File: src/rtl/fetch_queue_pkg.sv
// Shared definitions for the fetch queue slice: datapath width and PC step.
package fetch_queue_pkg;

  localparam int unsigned XLEN    = 32;
  localparam int unsigned PC_STEP = 4;

endpackage

File: src/rtl/fetch_queue_ram.sv
// Entry storage for the fetch queue: one synchronous write port, one
// asynchronous read port. Contents are intentionally not reset.
module fetch_queue_ram #(
  parameter int unsigned WIDTH = 32,
  parameter int unsigned DEPTH = 4,
  parameter int unsigned AW    = $clog2(DEPTH)
) (
  input  logic                 clk_i,
  input  logic                 we_i,
  input  logic [AW-1:0]        waddr_i,
  input  logic [3*WIDTH-1:0]   wdata_i,
  input  logic [AW-1:0]        raddr_i,
  output logic [3*WIDTH-1:0]   rdata_o
);

  logic [3*WIDTH-1:0] mem_q [DEPTH];

  // Write the tail entry on the rising edge when enabled.
  always_ff @(posedge clk_i) begin
    if (we_i) begin
      mem_q[waddr_i] <= wdata_i;
    end
  end

  // Head entry is presented combinationally.
  always_comb begin
    rdata_o = mem_q[raddr_i];
  end

endmodule

File: src/rtl/fetch_queue.sv
// Decoupling queue between fetch and decode. Captures the PC presented to
// the synchronous-read ROM, pairs it with the instruction one cycle later,
// throttles fetch before overflow and flushes on execute redirects.
module fetch_queue
  import fetch_queue_pkg::*;
#(
  parameter int unsigned WIDTH = XLEN,
  parameter int unsigned DEPTH = 4
) (
  input  logic             clk,
  input  logic             rst,
  input  logic [WIDTH-1:0] f_instr,
  input  logic [WIDTH-1:0] f_pc,
  output logic             pc_halt,
  output logic             pc_src,
  output logic [WIDTH-1:0] jump_val,
  input  logic             redirect_valid,
  input  logic [WIDTH-1:0] redirect_target,
  output logic             d_valid,
  input  logic             d_ready,
  output logic [WIDTH-1:0] d_instr,
  output logic [WIDTH-1:0] d_pc,
  output logic [WIDTH-1:0] d_pcPlus4
);

  localparam int unsigned AW    = $clog2(DEPTH);
  localparam int unsigned CW    = AW + 1;
  localparam logic [CW-1:0] HALT_LVL = CW'(DEPTH - 1);

  logic [AW-1:0]    head_q, head_d;
  logic [AW-1:0]    tail_q, tail_d;
  logic [CW-1:0]    count_q, count_d;
  logic [WIDTH-1:0] pc_q;
  logic             req_q;

  logic             wr_en;
  logic             pop;
  logic [WIDTH-1:0] pc_plus4;
  logic [3*WIDTH-1:0] wdata;
  logic [3*WIDTH-1:0] rdata;

  // Redirect path goes straight to the fetch PC mux with zero latency.
  always_comb begin
    pc_src   = redirect_valid;
    jump_val = redirect_target;
  end

  // Handshake and throttle; halting one entry early leaves room for the
  // ROM read that is already in flight when the halt takes effect.
  always_comb begin
    d_valid  = (count_q != '0) & ~redirect_valid;
    pc_halt  = (count_q >= HALT_LVL) & ~redirect_valid;
    pop      = d_valid & d_ready;
    wr_en    = req_q & ~redirect_valid;
    pc_plus4 = pc_q + WIDTH'(PC_STEP);
    wdata    = {f_instr, pc_q, pc_plus4};
  end

  // Pointer and occupancy next-state; a redirect discards both the pending
  // write and any pop in the same cycle.
  always_comb begin
    head_d  = head_q;
    tail_d  = tail_q;
    count_d = count_q;
    if (redirect_valid) begin
      head_d  = '0;
      tail_d  = '0;
      count_d = '0;
    end else begin
      if (wr_en) tail_d = tail_q + AW'(1);
      if (pop)   head_d = head_q + AW'(1);
      case ({wr_en, pop})
        2'b10:   count_d = count_q + CW'(1);
        2'b01:   count_d = count_q - CW'(1);
        default: count_d = count_q;
      endcase
    end
  end

  // Control state; req_q marks whether next cycle's ROM data is on-path.
  always_ff @(posedge clk or negedge rst) begin
    if (!rst) begin
      head_q  <= '0;
      tail_q  <= '0;
      count_q <= '0;
      pc_q    <= '0;
      req_q   <= 1'b0;
    end else begin
      head_q  <= head_d;
      tail_q  <= tail_d;
      count_q <= count_d;
      pc_q    <= f_pc;
      req_q   <= ~pc_halt & ~redirect_valid;
    end
  end

  fetch_queue_ram #(
    .WIDTH (WIDTH),
    .DEPTH (DEPTH),
    .AW    (AW)
  ) u_ram (
    .clk_i   (clk),
    .we_i    (wr_en),
    .waddr_i (tail_q),
    .wdata_i (wdata),
    .raddr_i (head_q),
    .rdata_o (rdata)
  );

  // Unpack the head entry for decode.
  always_comb begin
    d_instr   = rdata[3*WIDTH-1:2*WIDTH];
    d_pc      = rdata[2*WIDTH-1:WIDTH];
    d_pcPlus4 = rdata[WIDTH-1:0];
  end

endmodule

File: config.mk
export PLATFORM = sky130hd
export DESIGN_NAME = fetch_queue
export DESIGN_NICKNAME = d
export VERILOG_FILES = /design/src/rtl/fetch_queue_pkg.sv /design/src/rtl/fetch_queue_ram.sv /design/src/rtl/fetch_queue.sv
export SDC_FILE = /design/constraint.sdc
export NUM_CORES = 1
export LEC_CHECK = 0
export CORE_UTILIZATION = 58
export CTS_BUF_LIST = sky130_fd_sc_hd__clkbuf_16
export DETAILED_ROUTE_END_ITERATION = 10
export PLACE_DENSITY = 0.9
export SLEW_MARGIN = 20
export SYNTH_ARGS = -nofsm -noshare
export SYNTH_HDL_FRONTEND = slang
export SYNTH_SLANG_ARGS = --single-unit
File: constraint.sdc
create_clock -name clk -period 6.9 [get_ports clk]
set_clock_uncertainty 0.2 [all_clocks]
set_input_delay 1.38 -clock clk [delete_from_list [all_inputs] [get_ports clk]]
set_output_delay 1.38 -clock clk [all_outputs]
set_load 0.05 [all_outputs]
## Yosys cells after proc, flatten, opt, wreduce, memory -nomap -nowiden

Memories as Yosys holds them, arrays and structs flattened.
Cells that the tools add are included.

- Memories kept: 1
- Output and inout bits: 131
- RAM bits: 384
- Bits in registers: 40
- Word-level logic and storage cells: 33

Memory list:

| name | words | width | read ports | clocked after Yosys merged registers in | write ports | RTL line | RTL |
|---|---|---|---|---|---|---|---|
| u_ram.mem_q | 4 | 96 | 1 | 0 | 1 | fetch_queue_ram.sv:16 | `logic [3*WIDTH-1:0] mem_q [DEPTH];` |

- Bitwise operators: 7
- Add/subtract/negate cells: 5
- $lt $le $gt $ge: 1
- Reductions and logical operators: 4
- Muxes and demuxes: 8
- Eq/ne operators: 2

Operator list:

| cell | count |
|---|---|
| adder 32 x 3 -> 32 bit, second input constant | 1 |
| 2-to-1 mux 2 bit | 4 |
| case mux 3 bit (2 select lines) | 1 |
| nonzero test 3 bit | 2 |
| bitwise AND 1 bit | 5 |
| adder 2 x 1 -> 2 bit, second input constant | 2 |
| nonzero test 2 bit | 2 |
| adder 3 x 1 -> 3 bit, second input constant | 1 |
| >= comparator 3 x 2 -> 1 bit, second input constant | 1 |
| 2-to-1 mux 3 bit | 1 |
| subtractor 3 x 1 -> 3 bit, second input constant | 1 |
| equality test 2 x 1 -> 1 bit, second input constant | 1 |
| equality test 2 bit, second input constant | 1 |
| 2-to-1 mux 1 bit | 2 |
| inverter 1 bit | 2 |

## Depth between registers and ports, before layout

- Depth after elaboration: 6
- Depth in mapped cells: 7
- Gate-level depth less buffers: 6

## By module

Synthesis repeated with hierarchy kept, for this count alone.

- Cell total of the unflattened synthesis: 699
- Area total of the unflattened synthesis: 15936.5 um^2

Modules (own cells, without submodules):

| module | instances | area each (um^2) | cells each |
|---|---|---|---|
| fetch_queue_ram | 1 | 13874.6 | 506 |
| fetch_queue | 1 | 2062.0 | 193 |

## Worst setup path before layout

Ideal clock, no wire load.

- Path type: input-to-reg
- From: in redirect_valid
- To: mem u_ram.mem_q[0][10] (netlist name) (enable)
- Setup time: 464 ps
- Cell stages on the path: 2
- Arrival: 3750 ps
- Slack: 2487 ps
- Data required time: 6236 ps
- Path buffers: 0
- Cell sequence: nor2b_1 and2_1

- Longest elaborated chain between the ends: 4

RTL lines:

| item | RTL line | RTL |
|---|---|---|
| from (decl) | fetch_queue.sv:17 | `input logic redirect_valid,` |
| inverter 1 bit | fetch_queue.sv:54 | `wr_en = req_q & ~redirect_valid;` |
| bitwise AND 1 bit | fetch_queue.sv:54 |  |
| 2-to-1 mux 1 bit | fetch_queue_ram.sv:20 | `if (we_i) begin` |
| 2-to-1 mux 1 bit (not written as such) | fetch_queue_ram.sv:21 | `mem_q[waddr_i] <= wdata_i;` |
| to (decl) | fetch_queue_ram.sv:16 |  |

No other way between the ends.

## Worst setup path after layout

- From: reg head_q[0]
- To: out d_pcPlus4[16]

- Longest elaborated chain between the ends: 1

RTL lines:

| item | RTL line | RTL |
|---|---|---|
| from (decl) | fetch_queue.sv:30 | `logic [AW-1:0] head_q, head_d;` |
| from (signal assigned) | fetch_queue.sv:83 | `head_q <= '0;` |
| from (signal assigned) | fetch_queue.sv:89 | `head_q <= head_d;` |
| memory (4 x 96 bit) | n/a |  |
| to (decl) | fetch_queue.sv:23 | `output logic [WIDTH-1:0] d_pcPlus4` |

No other way between the ends.

==> summary.md <==
| Metric | Value |
|---|---|
| R2R setup slack | `3.95 ns` |
| # nets final | `965` |
| Leak | `6.11 nW` |
| Cts repair resizes | `0` |
| Synth unique cells | `35` |
| Root buffer cell | `clkbuf_16` |
| Gp weighted congestion | `0.732` |
| Initial core utilization | `59.7%` |
| Origin of the critical flop-to-flop path | `req_q` |
| Clock H-tree levels | `2` |
| # port buffers | `166` |
| Share of the synthesized area in the top cell type | `71.8%` |
| Initial antenna violation count | `0` |
| R2R depth | `3` |
| DRC viols | `0` |
| First-pass GRT wire length | `44.8 mm` |
| Fin Hold WS | `0.294 ns` |
| Post-detail-place hpwl | `17.0 mm` |
| Die Y | `167 um` |
| Setup-failing EPs final | `0` |
| Antenna viol nets, final | `0` |
| Worst path arrival time | `3.22 ns` |
| CP bufs+invs | `2` |
| Clk slew on worst S/H paths | `0.06 ns` |
| Largest stage delay, worst path | `0.73 ns` |
| Row count | `59` |
| Grt ovf | `0` |
| CTS tree | `done` |
| Critical-path cell list | `buf_12 > mux4_2 > clkdlybuf4s50_1` |
| Synth warn | `0` |
| Hold Path Stages | `0` |
| Die area | `27800 um2` |
| Worst rel slew slack | `32.1%` |
| Fin crit share | `69.6%` |
| Max-Cap Viols | `0` |
| Crit path max-delay cell type | `clkdlybuf4s50_1` |
| Hold_sp | `pc_q[1]` |
| Via count | `7233` |
| Top Family by Delay on Critical Path | `buffers and inverters` |
| Worst slack at placement | `2.30 ns` |
| Max Root-Sink Buffers | `3` |
| Sequential share of the synthesized area | `78.1%` |
| Drt pass-1 iters | `5` |
| Met2 global-route usage | `36.5%` |
| Hold Vio Cnt, Final | `0` |
| Post-Syn Instances | `698` |
| RSZ-0062 raised after global routing | `false` |
| Setup crit start kind | `flop` |
| Final core utilization | `71.5%` |
| I/O pin total | `231` |
| Mean Syn Cell Area | `22.5 um2` |
| CTS Buf Count | `42` |
| Synth Cell Area | `15700 um2` |
| Vias per inst | `5.90` |
| Met3 usage in global routing | `4.21%` |
| Critical Path End Type | `output port` |
| Most frequent cells in the layout | `edfxtp_1, clkdlybuf4s50_1, mux4_2` |
| Busiest layer in global routing | `met2` |
| N_diodes | `0` |
| Cell taking the most area after synthesis | `edfxtp_1` |
| # Post-CTS Setup Buffers | `0` |
| Hold Crit Class | `reg -> reg` |
| Commonest non-fill, non-tap cell in the layout | `edfxtp_1` |
| Syn_nets | `804` |
| Num Clock Sinks | `416` |
| Status | `finished, final reports clean` |
| Vias in the first global route | `7805` |
| Critical Path RT | `5.32 ns` |
| Clock Latency Late Sink | `0.53 ns` |
| Hold EP | `u_ram.mem_q[0][33]` |
| DRT iter0 DRCs | `631` |
| Slew @ Worst Pin | `1.02 ns` |
| P per Cell Area | `397 nW/um2` |
| Setup TNS | `0 ns` |
| Crit path time final | `4.80 ns` |
| Setup CP Type | `reg -> out` |
| Drt total wl | `29.0 mm` |
| Worst setup margin | `2.10 ns` |
| Max Clk Rate | `0.208 GHz` |
| Pins Over Slew Limit | `0` |
| DR WL/cell | `23.7 um` |
| Total GRT Usage | `21.7%` |
| DIE WIDTH | `167 um` |
| Reg2reg end | `u_ram.mem_q[0][81]` |
| Max IR drop VDD | `0.314 mV` |
| Share of cells above drive strength 1 | `19.6%` |
| Worst-path maximum fanout | `77` |
| Synthesized flop and latch total | `416` |
| Largest cells by area after synthesis | `edfxtp_1, mux4_2, dfrtp_1, buf_4, xnor2_1` |
| Met1 Use GR | `28.8%` |
| Layout area overhead | `19.8%` |
| Core region area | `26400 um2` |
| Largest net degree at the start of global routing | `78` |
| Post-CTS Hold Fix Bufs | `0` |
-- through the flow --
| stage | power (mW) | instance area [um2] | std cells |
|---|---|---|---|
| 2_1_floorplan | 4.79 | 15700 | 698 |
| 3_5_place_dp | 5.43 | 17500 | 1150 |
| 3_3_place_gp | 5.40 | 17500 | 1150 |
| 4_1_cts | 7.54 | 18800 | 1226 |
| 6_report | 7.47 | 18800 | 1226 |
| 5_1_grt | 7.72 | 18800 | 1226 |
-- area by class of cell --
cell class              instances  area (um2)
multi-input cells             218        3040
fillers                      1521        7510
clock inverters                31         184
clock buffers                  45        1130
well taps                     335         419
inverters                       4        15.0
repair buffers                177        1750
flip-flops and latches        416       12300
-- per-layer routing --
| metal | share of wire, % | vias to the layer above |
|---|---|---|
| met5 | 0 | - |
| li1 | - | 3137 |
| met3 | 6.1 | 66 |
| met2 | 51 | 267 |
| met1 | 41 | 3763 |
| met4 | 2.6 | 0 |
-- flip-flops by register name, indices dropped and copies added, names as in the netlist --
register and flops:
u_ram.mem_q 376, count_q 3, tail_q 2, req_q 1
head_q 2, pc_q 32
-- how the worst max path moves through the flow --
stage                         from            endpoint  slack (ns)  depth (start not counted)
floorplan           redirect_valid  u_ram.mem_q[0][10]        2.49                          2
global placement    redirect_valid             pc_halt        2.32                          3
detailed placement  redirect_valid             d_valid        2.30                          3
CTS                      head_q[0]       d_pcPlus4[16]        2.04                          3
global route             head_q[0]       d_pcPlus4[16]        1.91                          3
finish                   head_q[0]       d_pcPlus4[16]        2.10                          3
-- kinds of logic after synthesis --
family,Yosys count,share of synthesized area [%]
multiplexers,96,13.6
adder cells (fa/ha/maj),6,0.525
AO/OA/AOI/OAI,6,0.294
AND/OR/NAND/NOR,75,2.94
flip-flops,416,78.1
XOR/XNOR,35,1.95
buffers and inverters,64,2.57
-- cell usage after synthesis --
cell type	n
nor2_1	15
buf_4	40
nor3_2	1
mux2i_1	2
nand4b_1	2
o31ai_2	1
o21bai_1	1
nand4_2	1
nand3_1	15
buf_2	11
mux4_2	94
nor2_2	1
and2_1	5
nor3_1	4
nand4_1	5
dfrtp_1	40
and3_1	5
nand2_1	11
nor4_4	2
a41oi_1	1
nor2b_1	3
ha_1	5
xor2_1	9
inv_1	4
a21oi_1	1
a22oi_1	1
o21ai_0	1
edfxtp_1	376
and4_1	2
buf_1	1
and3_2	1
clkbuf_1	8
xnor2_1	26
nand4_4	2
fa_1	1
-- where the power goes --
| part | total (mW) | switching (mW) | leakage [nW] | internal [mW] |
|---|---|---|---|---|
| sequential | 3.09 | 0.128 | 3.89 | 2.96 |
| combinational | 2.26 | 1.40 | 1.55 | 0.869 |
| clock | 2.11 | 0.871 | 0.682 | 1.24 |
Note: power is estimated with default switching activity, not from simulation.
==> RTL edit: new RTL, same settings <==
Take the reset off `pc_q` and load it in a clocked block of its own.
--- a/src/rtl/fetch_queue.sv
+++ b/src/rtl/fetch_queue.sv
@@ -85,3 +85,2 @@
       count_q <= '0;
-      pc_q    <= '0;
       req_q   <= 1'b0;
@@ -91,5 +90,8 @@
       count_q <= count_d;
-      pc_q    <= f_pc;
       req_q   <= ~pc_halt & ~redirect_valid;
     end
+  end
+
+  always_ff @(posedge clk) begin
+    pc_q <= f_pc;
   end
Check against the original RTL: same outputs for any inputs over 4 cycles, from zero or initial values and one cycle with rst low; that may be too few to reach the edited logic, so the function may still have changed.
==> RTL edit against the unedited design <==
The run now ends with DRC left. Non-clock buffer count fell by 2. Fmax fell by 4.8%. Sequential cell count did not move. Final cell count fell by 0.41%. Cell area fell by 1.4%. Synthesized cell count did not move. Largest power group unchanged. Setup slack got worse by 0.24 ns. Wire length rose by 0.84%. Power fell by 1.3%. Core utilization fell by 0.60 points. Area after synthesis fell by 1.0%. Critical path depth did not move.
==> RTL edit: results (changes against the unedited design) <==
- Worst EP arrival: 3.47 ns (+0.25 ns)
- Num CTS Buffers: 41 (-2.4%)
- Number of remaining DRC errors: 28 (+28)
- Wl on met1: 11500 um (-1.8%)
- Failing checks: DRC
- GRT Util Overall: 21.9% (+0.21 points)
- WL met2: 15100 um (+2.1%)
- Most instantiated cells after synthesis: edfxtp_1 (376), mux4_2 (94), buf_4 (40), dfxtp_1 (32), xnor2_1 (26)
- Initial DRC Count: 679 (+7.6%)
- RR Endpoint: u_ram.mem_q[0][40]
- HP Start: pc_q[1]
- Final Net Count: 962 (-0.31%)
- Worst vdd ir: 297 uV (-5.4%)
- Worst slew pin tran: 1.00 ns (-0.0140 ns)
- Placer Congestion: 0.738 (+0.90%)
- Final wirelength: 29300 um (+0.84%)
- Final Non-Filler Cells: 1221 (-0.41%)
- Outcome: finished with violations
- Largest cells by area after synthesis: edfxtp_1 (73%), mux4_2 (14%), dfxtp_1 (4.1%), buf_4 (1.9%), xnor2_1 (1.5%)
- Leak Pwr: 5.97 nW (-2.3%)
- Critical Path Max Stage Delay: 0.78 ns (+0.05 ns)
- Fraction of layout cells with a size suffix above 1: 19.1% (-0.54 points)
- Place WS: 2.29 ns (-0.00761 ns)
- DR pass1 iterations: 8 (+3)
- DPL Wire Length: 16800 um (-0.94%)
- Synth cell types: 36 (+2.9%)
- Largest net degree at the start of global routing: 67 (-14%)
- Vias post-DR: 7210 (-0.32%)
-- RTL edit: changes by cell type in the layout (fill, tap and decap cells not counted), moves of 2 or more --
cell | unedited run | this run
dfrtp_1 | 38 | 6
dfxtp_1 | 0 | 32
clkinv_1 | 11 | 6
clkbuf_16 | 45 | 41
inv_1 | 15 | 19
buf_4 | 10 | 8
clkinv_2 | 5 | 7
-- RTL edit: logic make-up (layout without fill, tap and decap cells) --
kind of cell | Yosys count | after routing | synth area share (%)
adder cells (fa/ha/maj) | 6 | 6 | 0.530
AO/OA/AOI/OAI | 6 | 6 | 0.297
AND/OR/NAND/NOR | 75 | 75 | 2.97
buffers and inverters | 64 | 251 | 2.60
flip-flops | 416 | 416 | 77.9
other | 0 | 1 | 0
XOR/XNOR | 35 | 35 | 1.97
multiplexers | 96 | 96 | 13.7
-- RTL edit: worst max-delay path by stage --
stage	cells past startpoint	endpoint	slack, ns	startpoint
2_1_floorplan	2	u_ram.mem_q[0][10]	2.49	redirect_valid
3_3_place_gp	3	d_pc[7]	2.31	head_q[0]
3_5_place_dp	3	d_pcPlus4[3]	2.29	head_q[0]
4_1_cts	3	d_pcPlus4[7]	1.71	head_q[0]
5_1_grt	3	d_pcPlus4[7]	1.62	head_q[0]
6_report	3	d_pcPlus4[7]	1.85	head_q[0]
-- RTL edit: layout make-up --
class	instances	area, sq um	share of cell area (%)
multi-input combinational	218	3040	16.4
clock inverter	31	181	0.977
antenna	1	2.50	0.0135
sequential	416	12100	65.3
timing repair buffer	175	1750	9.42
tap	335	419	2.26
inverter	4	15.0	0.0808
clock buffer	41	1030	5.52
-- RTL edit: power by group --
| group | switching, mW | internal [mW] | total (mW) |
|---|---|---|---|
| Clock | 0.867 | 1.15 | 2.01 |
| Sequential | 0.150 | 2.96 | 3.11 |
| Combinational | 1.38 | 0.872 | 2.25 |
| Total | 2.40 | 4.98 | 7.38 |
-- RTL edit: critical path, delay by kind of cell (launching register included) --
kind                   cells  cell delay (ns)
buffers and inverters      2             1.52
DFF                        1             0.77
muxes                      1             0.65
-- RTL edit: stage by stage --
step | total power [mW] | cell area [sq um] | hold WS [ns]
final | 7.38 | 18600 | 0.279
after floorplan | 4.79 | 15600 | 0.238
after global routing | 7.63 | 18600 | 0.306
after detailed placement | 5.43 | 17400 | 0.282
after CTS | 7.45 | 18600 | 0.294
after global placement | 5.40 | 17300 | 0.269
-- RTL edit: routing by layer --
metal  global-route usage (%)  vias to the layer above
met2                     37.1                      321
li1                         -                     3126
met1                     29.2                     3718
met5                        0                        -
met4                     6.05                        0
met3                     4.41                       45
